[config.mk]
export PLATFORM = sky130hd
export DESIGN_NAME = load_unit
export DESIGN_NICKNAME = d
export VERILOG_FILES = /design/src/rtl/load_unit_pkg.sv /design/src/rtl/load_unit_readdata.sv /design/src/rtl/load_unit.sv
export SDC_FILE = /design/constraint.sdc
export NUM_CORES = 1
export LEC_CHECK = 0
export ABC_CLOCK_PERIOD_IN_PS = 4500
export BUFFER_PORTS_ARGS = -buffer_cell sky130_fd_sc_hd__buf_2
export CELL_PAD_IN_SITES_DETAIL_PLACEMENT = 1
export CELL_PAD_IN_SITES_GLOBAL_PLACEMENT = 1
export CORE_ASPECT_RATIO = 1.4
export CORE_MARGIN = 2
export CORE_UTILIZATION = 34
export CTS_CLUSTER_DIAMETER = 50
export DETAILED_ROUTE_END_ITERATION = 8
export PLACE_DENSITY = 0.78
export RECOVER_POWER = 50
export SYNTH_ARGS = -nofsm -noshare
export SYNTH_HDL_FRONTEND = slang
export SYNTH_SLANG_ARGS = --single-unit
[constraint.sdc]
create_clock -name clk -period 4.5 [get_ports clk]
set_clock_uncertainty 0.15 [all_clocks]
set_input_delay 0.45 -clock clk [delete_from_list [all_inputs] [get_ports clk]]
set_output_delay 0.45 -clock clk [all_outputs]
set_load 0.02 [all_outputs]
[src/rtl/load_unit_pkg.sv]
// load_unit_pkg: shared types for the load unit slice.
//   u64 / u3      - common data/address and lane-index types
//   msize_t       - memory access size (byte/half/word/double)
//   load_state_t  - load_unit FSM states
//   is_misaligned - natural-alignment check for a given size and byte offset
package load_unit_pkg;

  typedef logic [63:0] u64;
  typedef logic [2:0]  u3;

  typedef enum logic [1:0] {
    MSIZE1 = 2'd0,
    MSIZE2 = 2'd1,
    MSIZE4 = 2'd2,
    MSIZE8 = 2'd3
  } msize_t;

  typedef enum logic [2:0] {
    S_IDLE  = 3'd0,
    S_REQ   = 3'd1,
    S_WAIT  = 3'd2,
    S_DONE  = 3'd3,
    S_DRAIN = 3'd4
  } load_state_t;

  // An access is misaligned when any offset bit below its size is set.
  function automatic logic is_misaligned(input msize_t msize, input u3 offs);
    logic mis;
    case (msize)
      MSIZE1:  mis = 1'b0;
      MSIZE2:  mis = offs[0];
      MSIZE4:  mis = (offs[1:0] != 2'b00);
      MSIZE8:  mis = (offs != 3'b000);
      default: mis = 1'b0;
    endcase
    return mis;
  endfunction

endpackage

[src/rtl/load_unit_readdata.sv]
// readdata: pick the addressed field out of a 64-bit aligned read beat and
// sign- or zero-extend it to 64 bits.
//   i_addr     - byte offset within the beat
//   i_msize    - access size
//   i_unsigned - zero-extend instead of sign-extend (ignored for MSIZE8)
//   i_data     - 64-bit aligned beat from the bus
//   o_data     - extended load value
module readdata
  import load_unit_pkg::*;
(
  input  u3      i_addr,
  input  msize_t i_msize,
  input  logic   i_unsigned,
  input  u64     i_data,
  output u64     o_data
);

  logic [7:0]  w_byte;
  logic [15:0] w_half;
  logic [31:0] w_word;

  // Field selection by lane and extension by size.
  always_comb begin
    w_byte = i_data[{i_addr, 3'b000} +: 8];
    w_half = i_data[{i_addr[2:1], 4'b0000} +: 16];
    w_word = i_data[{i_addr[2], 5'b00000} +: 32];
    case (i_msize)
      MSIZE1:  o_data = i_unsigned ? {56'd0, w_byte} : {{56{w_byte[7]}}, w_byte};
      MSIZE2:  o_data = i_unsigned ? {48'd0, w_half} : {{48{w_half[15]}}, w_half};
      MSIZE4:  o_data = i_unsigned ? {32'd0, w_word} : {{32{w_word[31]}}, w_word};
      MSIZE8:  o_data = i_data;
      default: o_data = 64'd0;
    endcase
  end

endmodule

[src/rtl/load_unit.sv]
// load_unit: memory-stage load engine. Accepts one load, issues a single
// 64-bit aligned read on the dcache port, extracts/extends the result and
// holds it until the pipeline consumes it. A flush kills the load; a bus
// transaction already launched is still completed and its data swallowed.
//   clk, reset (async, active-high), flush
//   req_*   - load request from the pipeline (valid/ready, addr, size, unsigned)
//   dreq_*  - bus read request (valid, aligned addr, size)
//   dresp_* - bus response (addr_ok, data_ok, data)
//   resp_*  - registered result to the pipeline (valid/ready, data, misalign)
module load_unit
  import load_unit_pkg::*;
(
  input  logic   clk,
  input  logic   reset,
  input  logic   flush,
  input  logic   req_valid,
  output logic   req_ready,
  input  u64     req_addr,
  input  msize_t req_msize,
  input  logic   req_unsigned,
  output logic   dreq_valid,
  output u64     dreq_addr,
  output msize_t dreq_size,
  input  logic   dresp_addr_ok,
  input  logic   dresp_data_ok,
  input  u64     dresp_data,
  output logic   resp_valid,
  input  logic   resp_ready,
  output u64     resp_data,
  output logic   resp_misalign
);

  load_state_t r_state;
  load_state_t w_next;
  u3           r_lane;
  msize_t      r_msize;
  logic        r_unsigned;
  u64          r_dreq_addr;
  logic        r_killed;
  logic        r_resp_valid;
  u64          r_resp_data;
  logic        r_resp_misalign;
  logic        w_accept;
  logic        w_misalign;
  logic        w_kill;
  logic        w_capture;
  u64          w_ext;

  readdata u_readdata (
    .i_addr     (r_lane),
    .i_msize    (r_msize),
    .i_unsigned (r_unsigned),
    .i_data     (dresp_data),
    .o_data     (w_ext)
  );

  // State register.
  always_ff @(posedge clk or posedge reset) begin
    if (reset) r_state <= S_IDLE;
    else       r_state <= w_next;
  end

  // Next-state logic. A flush seen in REQ before addr_ok is remembered in
  // r_killed so the handshake can finish before the result is dropped.
  always_comb begin
    w_next = r_state;
    w_kill = flush | r_killed;
    case (r_state)
      S_IDLE: begin
        if (w_accept) w_next = w_misalign ? S_DONE : S_REQ;
        else          w_next = S_IDLE;
      end
      S_REQ: begin
        if (dresp_addr_ok) begin
          if (dresp_data_ok) w_next = w_kill ? S_IDLE : S_DONE;
          else               w_next = w_kill ? S_DRAIN : S_WAIT;
        end else begin
          w_next = S_REQ;
        end
      end
      S_WAIT: begin
        // Flush coinciding with data_ok has nothing left to drain.
        if (flush)              w_next = dresp_data_ok ? S_IDLE : S_DRAIN;
        else if (dresp_data_ok) w_next = S_DONE;
        else                    w_next = S_WAIT;
      end
      S_DONE: begin
        if (flush || resp_ready) w_next = S_IDLE;
        else                     w_next = S_DONE;
      end
      S_DRAIN: begin
        if (dresp_data_ok) w_next = S_IDLE;
        else               w_next = S_DRAIN;
      end
      default: w_next = S_IDLE;
    endcase
  end

  // Decoded outputs and handshake strobes.
  always_comb begin
    req_ready  = (r_state == S_IDLE) && !flush;
    w_accept   = req_valid && req_ready;
    w_misalign = is_misaligned(req_msize, req_addr[2:0]);
    dreq_valid = (r_state == S_REQ);
    dreq_addr  = r_dreq_addr;
    dreq_size  = MSIZE8;
    w_capture  = (w_next == S_DONE) && ((r_state == S_REQ) || (r_state == S_WAIT));
  end

  // Request latches, captured on acceptance.
  always_ff @(posedge clk or posedge reset) begin
    if (reset) begin
      r_lane      <= 3'd0;
      r_msize     <= MSIZE1;
      r_unsigned  <= 1'b0;
      r_dreq_addr <= 64'd0;
    end else if (w_accept) begin
      r_lane      <= req_addr[2:0];
      r_msize     <= req_msize;
      r_unsigned  <= req_unsigned;
      r_dreq_addr <= {req_addr[63:3], 3'b000};
    end
  end

  // Pending-flush flag, only meaningful while the request is on the bus.
  always_ff @(posedge clk or posedge reset) begin
    if (reset)                 r_killed <= 1'b0;
    else if (r_state == S_REQ) r_killed <= r_killed | flush;
    else                       r_killed <= 1'b0;
  end

  // Registered response; data/misalign cleared once the result is released.
  always_ff @(posedge clk or posedge reset) begin
    if (reset) begin
      r_resp_valid    <= 1'b0;
      r_resp_data     <= 64'd0;
      r_resp_misalign <= 1'b0;
    end else begin
      r_resp_valid <= (w_next == S_DONE);
      if (w_accept && w_misalign) begin
        r_resp_data     <= 64'd0;
        r_resp_misalign <= 1'b1;
      end else if (w_capture) begin
        r_resp_data     <= w_ext;
        r_resp_misalign <= 1'b0;
      end else if ((r_state == S_DONE) && (w_next == S_IDLE)) begin
        r_resp_data     <= 64'd0;
        r_resp_misalign <= 1'b0;
      end
    end
  end

  assign resp_valid    = r_resp_valid;
  assign resp_data     = r_resp_data;
  assign resp_misalign = r_resp_misalign;

endmodule

# Word level (Yosys, flattened, before mapping)
# Cells that the tools add are included.
# word_totals
regBits	137
output_inout_bits	134
elab_cells	62
# op_classes
n_reduce_logical	15
n_eq_ne	11
n_shift	3
n_bitwise	1
n_mux	23
# op_table
op	n
64-bit 2-to-1 mux	6
64-bit case mux with 4 select lines	1
64-bit by 7-bit variable part select with 16-bit output	1
64-bit by 7-bit variable part select with 32-bit output	1
64-bit by 7-bit variable part select with 8-bit output	1
3-bit 2-to-1 mux	5
3-bit case mux with 5 select lines	1
3-bit by 2-bit == test with 1-bit output (second input constant)	3
2-bit == test (second input constant)	4
2-bit 2-to-1 mux	4
3-bit zero test	2
3-bit nonzero test	2
1-bit logical AND	5
1-bit 2-to-1 mux	5
2-bit by 1-bit == test with 1-bit output (second input constant)	2
2-bit zero test	2
1-bit case mux with 4 select lines	1
3-bit by 1-bit == test with 1-bit output (second input constant)	1
3-bit == test (second input constant)	1
1-bit logical OR	2
2-bit nonzero test	1
1-bit zero test	1
1-bit OR	1

# Longest topological paths before layout
# Gate-level depths: netlist (run 1).
# depth
depth_word	10
ltp_mapped	7
depth_no_buf	5

# Cells and area by module
# Synthesis (run 1) repeated with hierarchy kept, for this count alone.
# hier_totals
cells_unflattened	720
area_unflattened_um2	8070.2
# by_module_without_submodules
mod	area_per_inst_um2	n_inst	cells_per_inst	seq_area_each_um2
load_unit	5785.5	1	401	3428.3
readdata	2284.7	1	319	0.0

# Least setup slack after synthesis (run 1)
# No wires, ideal clock.
# synth_timing
kind	register to register
from	reg r_state[0]
to	reg r_resp_data[16] (netlist: resp_data[16])
stages_incl_launch_ff	8
path_slack_ns	1.905
n_path_buf	2
required_ns	4.229
arrival_ns	2.324
path_cell_list	dfrtp_1 buf_4 nor4_1 nand4_1 o41ai_1 nor3_4 buf_6 a22o_1
# synth_between
elab_chain_len	9
# synth_lines
element	line	text
start, declared	load_unit.sv:33	load_state_t r_state;
start signal, assigned	load_unit.sv:60	else r_state <= w_next;
3-bit zero test (*)	load_unit.sv:101	req_ready = (r_state == S_IDLE) && !flush;
1-bit logical AND (*)	load_unit.sv:101	
net req_ready	load_unit.sv:17	output logic req_ready,
1-bit logical AND (*)	load_unit.sv:102	w_accept = req_valid && req_ready;
2-bit 2-to-1 mux	load_unit.sv:70	if (w_accept) w_next = w_misalign ? S_DONE : S_REQ;
3-bit case mux with 5 select lines	load_unit.sv:68	case (r_state)
3-bit by 2-bit == test with 1-bit output	load_unit.sv:107	w_capture = (w_next == S_DONE) && ((r_state == S_REQ) || (r_state == S_WAIT));
1-bit logical AND	load_unit.sv:107	
64-bit 2-to-1 mux	load_unit.sv:143	end else if (w_capture) begin
64-bit 2-to-1 mux	load_unit.sv:140	if (w_accept && w_misalign) begin
end signal, assigned	load_unit.sv:144	r_resp_data <= w_ext;
end, declared	load_unit.sv:41	u64 r_resp_data;
# Mark *: on every way through the listed nets, which the timed path passes. The rest lies on a longest branch.
# A chain may end at the register's enable or synchronous reset.

# Worst setup path after layout (run 1)
# layout_timing
from	reg r_lane[1]
to	reg r_resp_data[58] (netlist: resp_data[58])
# layout_between
elab_chain_len	5
# layout_lines
element	line	text
start, declared	load_unit.sv:35	u3 r_lane;
start signal, assigned	load_unit.sv:118	r_lane <= req_addr[2:0];
64-bit by 7-bit variable part select with 16-bit output / 64-bit by 7-bit variable part select with 8-bit output (equally long branches)	load_unit_readdata.sv:25, load_unit_readdata.sv:24	
64-bit 2-to-1 mux, on equally long branches	load_unit_readdata.sv:29, load_unit_readdata.sv:28	
64-bit case mux with 4 select lines (*)	load_unit_readdata.sv:27	case (i_msize)
64-bit 2-to-1 mux (*)	load_unit.sv:143	
64-bit 2-to-1 mux (*)	load_unit.sv:140	
# Every way passes the cells marked *; elsewhere a longest branch is shown, timed or not.

==> qor.yml, run 1 <==
die:
  die-area_um2: 22000
  fp-row-count: 62
  core_um2: 20500
  dieWidth_um: 126
  boundaryPins: 272
  dieHeight_um: 175
  start_util: 0.345
sta:
  tns_ns: 0
  finalCriticalPeriod_ns: 2.99
  tightestPinTransition_ns: 1.82
  maxSlewViolCount: 63
  finalSetupViolCount: 0
  hold_violations: 0
  post-route-period-util: 0.665
  max_clock_freq_ghz: 0.334
  slew_headroom: -0.215
  hold-worst-slack_ns: 0.0271
  rsz0062_at_grt: "no"
global_route:
  grtUsageTotal: 0.221
  grt_max_degree: 79
  met1_usage: 0.259
  met2_usage: 0.368
  grtUsageMet3: 0.0591
  grt_pass1_vias: 6482
  top_usage_layer: "met2"
  grt_pass1_wl_mm: 37.5
  gr-total-overflow: 0
  antenna_found_initial: 6
critical_path:
  r2r_end: "resp_data[58]"
  end_kind: "flip-flop"
  rr_worst_depth: 5
  crit_fanout: 32
  start_kind: "flip-flop"
  critPathMaxStageDelay_ns: 0.81
  cpMostUsedCell: "nand2_1"
  ff2ff_setup_slack_ns: 1.51
  path_class: "flip-flop to flip-flop"
  worstPathRequired_ns: 4.65
  arrival_ns: 3.14
  critPathSlowestCell: "nand2_1"
  r2r_start: "r_lane[1]"
  path_cells: "mux4_2 > nand2_1 > nand2_1 > a21oi_1 > o2bb2ai_1"
cells_and_area:
  n_fill_cell: 2331
  stdcell_area_um2: 9010
  nNetsFinal: 935
  layout.cells.non_filler: 1072
  drive_gt1_frac: 0.438
  area_growth_pct: 27.5
synth:
  netlist_instances: 556
  seq_area_frac_synth: 0.485
  ys_warn_count: 0
  ys.flop_type: "dfrtp_1"
  ys_types: 47
  syn_area_um2: 7060
  async_flop_share: 1.00
  syn_area_per_cell_um2: 12.7
  synth_edf_count: 0
  synth_seq_cells: 137
route:
  drc: 0
  wl_per_cell_um: 22.8
  dr_total_vias: 6048
  vias_per_cell: 5.64
  antenna_left: 0
  drtPass1Iterations: 5
  drt_wl_total_mm: 24.4
  first_iter_violations: 297
clock_tree:
  htreeDepth: 4
  cts_resized: 0
  clock_latency_ns: 0.43
  cts_root_buf: "clkbuf_16"
  cts_hold_buf: 0
  clkTransAtPathRegs_ns: 0.07
  cts_tree: "done"
  cts.sinks: 137
  clockBufferDepth: 2
  post-cts-setup-buffers: 0
  numCtsBuffers: 17
power:
  p_leak_uw: 0.00411
  p_per_area_nw_per_um2: 773
  irDropWorstVdd_v: 0.000357
placement:
  dp_hpwl_mm: 17.3
  place_congestion: 0.890
  port_buffers: 266
  placed_cell_area_um2: 8520
  dp_cells: 1034
worst_hold_path:
  hold_path_class: "input pin to async pin"
run_status:
  outcome: "finished, violations left"
  violations: "max-capacitance violations, max-slew violations"
flow_run:
  drv_cap: 2
[layout by cell type (no fill, tap or decap), types with 2 or more instances in the layout]
| master | count |
|---|---|
| mux2i_1 | 27 |
| inv_6 | 8 |
| nor3b_1 | 2 |
| clkinv_4 | 2 |
| o22ai_1 | 28 |
| buf_2 | 203 |
| mux2_2 | 68 |
| a32oi_1 | 14 |
| buf_4 | 10 |
| mux4_2 | 30 |
| or2_1 | 3 |
| clkbuf_16 | 17 |
| nand4_1 | 2 |
| nor3_1 | 2 |
| clkbuf_1 | 65 |
| o21ai_0 | 2 |
| a32o_1 | 9 |
| clkinvlp_4 | 3 |
| a21oi_1 | 37 |
| conb_1 | 5 |
| a22o_1 | 23 |
| inv_8 | 2 |
| a311oi_1 | 2 |
| o2bb2ai_1 | 32 |
| a22oi_1 | 14 |
| dfrtp_2 | 2 |
| dfrtp_1 | 135 |
| o21ai_1 | 2 |
| nor2_1 | 2 |
| diode_2 | 6 |
| nand2_1 | 30 |
| inv_1 | 7 |
[cell usage after synthesis (all sizes together), types with 2 or more instances]
master   number  share of area
dfrtp       137           0.49
mux2         68           0.11
a21oi        37          0.026
buf          33          0.029
o2bb2ai      32          0.040
nand2        31          0.016
mux4         30          0.096
o22ai        28          0.025
mux2i        27          0.038
clkbuf       26          0.014
a22o         23          0.029
a22oi        14          0.015
a32oi        14          0.017
a32o          9          0.013
inv           8         0.0043
o21ai         5         0.0041
nor3          3         0.0037
or2           3         0.0027
a311oi        2         0.0025
conb          2         0.0011
nand4         2         0.0018
nor2          2         0.0011
nor3b         2         0.0021
o21a          2         0.0023
[metal layers]
metal | vias up | part of all wire
met4 | 0 | 0.040
met3 | 51 | 0.078
li1 | 2646 | -
met2 | 304 | 0.51
met1 | 3047 | 0.38
met5 | - | 0
[worst max path at each step]
stage                         end  slack, ns            from  cells past startpoint
detailed placement  resp_data[48]       1.28  dresp_data[47]                      6
floorplan           dreq_addr[10]       0.23           reset                      1
global route        resp_data[38]       1.25       r_lane[1]                      5
CTS                 resp_data[61]       1.49       r_lane[1]                      5
global placement    resp_data[38]       1.32  dresp_data[47]                      6
finish              resp_data[58]       1.51       r_lane[1]                      5
[through the flow]
stage	power, µW	setup WS, ns	util
floorplan	4640	0.232	-
finish	6960	1.51	0.440
detailed placement	5700	1.28	0.416
CTS	7090	1.49	0.443
global route	7400	1.25	0.440
global placement	5600	1.32	0.416
[cell families (layout without fill, tap and decap cells)]
| group | Yosys count | in the layout | synth area share |
|---|---|---|---|
| compound gates | 176 | 176 | 0.187 |
| mux | 125 | 125 | 0.242 |
| flops | 137 | 137 | 0.485 |
| other cells | 2 | 11 | 0.00106 |
| simple gates | 49 | 49 | 0.0367 |
| buf+inv | 67 | 318 | 0.0470 |
[cell type report]
class / instances / area (µm²) / share of cell area
flip-flops and latches: 137 / 3430 / 0.381
multi-input cells: 355 / 3320 / 0.368
repair buffers: 278 / 1340 / 0.148
clock buffers: 17 / 425 / 0.0472
well taps: 256 / 320 / 0.0356
clock inverters: 15 / 129 / 0.0143
inverters: 8 / 35.0 / 0.00389
diodes: 6 / 15.0 / 0.00167
[worst max-delay path, delay by kind of cell, from the launching register on]
family	cells	cell delay (ns)
simple gates	2	1.29
mux	1	0.56
compound gates	2	0.48
flops	1	0.37
[state kept, by name, indices dropped and copies added (netlist names)]
signal	count
r_lane	3
dreq_addr	61
resp_valid	1
resp_data	64
resp_misalign	1
r_unsigned	1
r_state	3
r_msize	2
r_killed	1
[report_power, final]
part / internal, µW / switching (µW)
registers: 1730 / 427
logic: 1420 / 2040
clock network: 724 / 615
(Power assumes the default switching activity.)
==> run 2, diff against run 1 <==
- ABC_CLOCK_PERIOD_IN_PS: 4500 -> 2700
- clock period: 4.5 -> 2.7 ns (I/O delays scaled with it)
==> qor.yml, run 2 (synthesis results as in run 1) <==
clock_tree:
  post-cts-setup-buffers: 0  # unchanged
  clockBufferDepth: 2  # unchanged
  htreeDepth: 4  # unchanged
  numCtsBuffers: 17  # unchanged
  cts_tree: "done"  # unchanged
  clkTransAtPathRegs_ns: 0.07  # about the same
  cts_root_buf: "clkbuf_16"  # unchanged
  clock_latency_ns: 0.43  # about the same
  cts.sinks: 137  # unchanged
die:
  start_util: 0.345  # unchanged
  die-area_um2: 22000  # unchanged
  boundaryPins: 272  # unchanged
  fp-row-count: 62  # unchanged
  dieHeight_um: 175  # unchanged
  core_um2: 20500  # unchanged
  dieWidth_um: 126  # unchanged
cells_and_area:
  finish.utilization: 0.480  # was 0.440
  regArea_um2: 3430  # unchanged
  n_fill_cell: 2291  # was 2331
  drive_gt1_frac: 0.380  # was 0.438
  largest_reg_flops: 64  # unchanged
  multiInputGateArea_um2: 3320  # unchanged
  stdcell_area_um2: 9840  # was 9010 µm²
  final_common_cell: "buf_2"  # unchanged
  area_growth_pct: 39.3  # was 27.5%
  nNetsFinal: 1015  # was 935
  final_cell_mix: "174 x buf_2, 135 x dfrtp_1, 93 x clkbuf_1"  # was 203 x buf_2, 135 x dfrtp_1, 68 x mux2_2
sta:
  hold_violations: 0  # unchanged
  post-route-period-util: 0.899  # was 0.665
  tns_ns: 0  # unchanged
  hold-worst-slack_ns: 0.0229  # was 0.0271 ns
  finalSetupViolCount: 0  # unchanged
  tightestPinTransition_ns: 1.04  # was 1.82 ns
  finalCriticalPeriod_ns: 2.43  # was 2.99 ns
  max_clock_freq_ghz: 0.412  # was 0.334 GHz
  rsz0062_at_grt: "no"  # unchanged
  slew_headroom: 0.305  # was -0.215
  maxSlewViolCount: 0  # was 63
critical_path:
  arrival_ns: 2.60  # was 3.14 ns
  path_class: "flip-flop to flip-flop"  # unchanged
  worstPathRequired_ns: 2.87  # was 4.65 ns
  start_kind: "flip-flop"  # unchanged
  end_kind: "flip-flop"  # unchanged
  ff2ff_setup_slack_ns: 0.27  # was 1.51 ns
  crit_fanout: 64  # was 32
power:
  p_per_area_nw_per_um2: 1230  # was 773 nW/µm²
  irDropWorstVdd_v: 0.000746  # was 0.000357 V
  p_leak_uw: 0.00439  # was 0.00411 µW
  power.total_uw: 12100  # was 6960 µW
route:
  antenna_left: 0  # unchanged
  drc: 0  # unchanged
  first_iter_violations: 417  # was 297
  drtPass1Iterations: 5  # unchanged
  wl_per_cell_um: 23.0  # was 22.8 µm
  vias_per_cell: 5.59  # was 5.64
  dr_total_vias: 6436  # was 6048
  drt_wl_total_mm: 26.5  # was 24.4 mm
global_route:
  grtUsageTotal: 0.245  # was 0.221
  antenna_found_initial: 5  # was 6
  gr-total-overflow: 0  # unchanged
  grt_pass1_vias: 7088  # was 6482
  grt_pass1_wl_mm: 41.3  # was 37.5 mm
  grtUsageMet3: 0.0809  # was 0.0591
  met1_usage: 0.277  # was 0.259
  met2_usage: 0.417  # was 0.368
  grt_max_degree: 65  # was 79
  top_usage_layer: "met2"  # unchanged
placement:
  port_buffers: 266  # unchanged
  placed_cell_area_um2: 8680  # was 8520 µm²
  dp_hpwl_mm: 17.7  # was 17.3 mm
  place_congestion: 0.895  # was 0.890
run_status:
  outcome: "completed"  # was finished, violations left
worst_hold_path:
  hold_path_class: "input pin to flip-flop"  # was input pin to async pin
flow_run:
  drv_cap: 0  # was 2
==> run 2: cell types whose count changed in the layout (fill, tap and decap cells not counted), sizes merged <==
cell | before | now
buf | 213 | 195
clkinv | 3 | 2
clkbuf | 82 | 111
bufinv | 0 | 1
diode | 6 | 5
dlygate4sd3 | 0 | 69
==> run 2: area by class of cell <==
cell class,count,area share
Timing Repair Buffer,358,0.218
Tap cell,256,0.0326
Antenna cell,5,0.00127
Clock buffer,17,0.0432
Clock inverter,15,0.0156
Multi-Input combinational cell,355,0.337
Sequential cell,137,0.349
Inverter,8,0.00318
==> run 2: worst paths after layout <==
kind | start | to | cells past startpoint
hold reg to reg | resp_data[46] | resp_data[46] | 1
setup reg to reg | r_state[1] | resp_data[18] | 6
hold / removal | dresp_data[34] | resp_data[34] | 3
max in group asynchronous | reset | r_msize[1] | 4
setup / recovery | r_state[1] | resp_data[18] | 6
min in group asynchronous | reset | resp_data[34] | 3
==> run 2: repair_timing <==
action	CTS	global route
gates resized for setup	0	0
endpoints found under the hold margin	84	0
hold buffers	69	0
==> run 2: worst max-delay path, cell delays in order (launching register included) <==
cell	delay, ns
dfrtp_1	0.51
nor3b_1	0.42
o21ai_1	0.21
a211oi_4	0.40
nor3_4	0.09
buf_12	0.21
a22o_1	0.28
==> run 2: layer usage <==
layer | wire [µm] | share of wire
met5 | 0 | 0
met4 | 954 | 0.036
met3 | 2060 | 0.078
met2 | 13800 | 0.52
met1 | 9680 | 0.37
==> run 2: stage by stage <==
step                setup WS, ns  cells
finish                     0.272   1151
global route               0.149   1151
CTS                        0.286   1146
detailed placement         0.292   1045
global placement           0.375   1045
floorplan                  0.105    559
==> run 2: power breakdown <==
group          total, µW  switching [µW]  internal (µW)
sequential          3500             601           2900
combinational       6230            3720           2520
clock               2360            1060           1310
total              12100            5380           6720
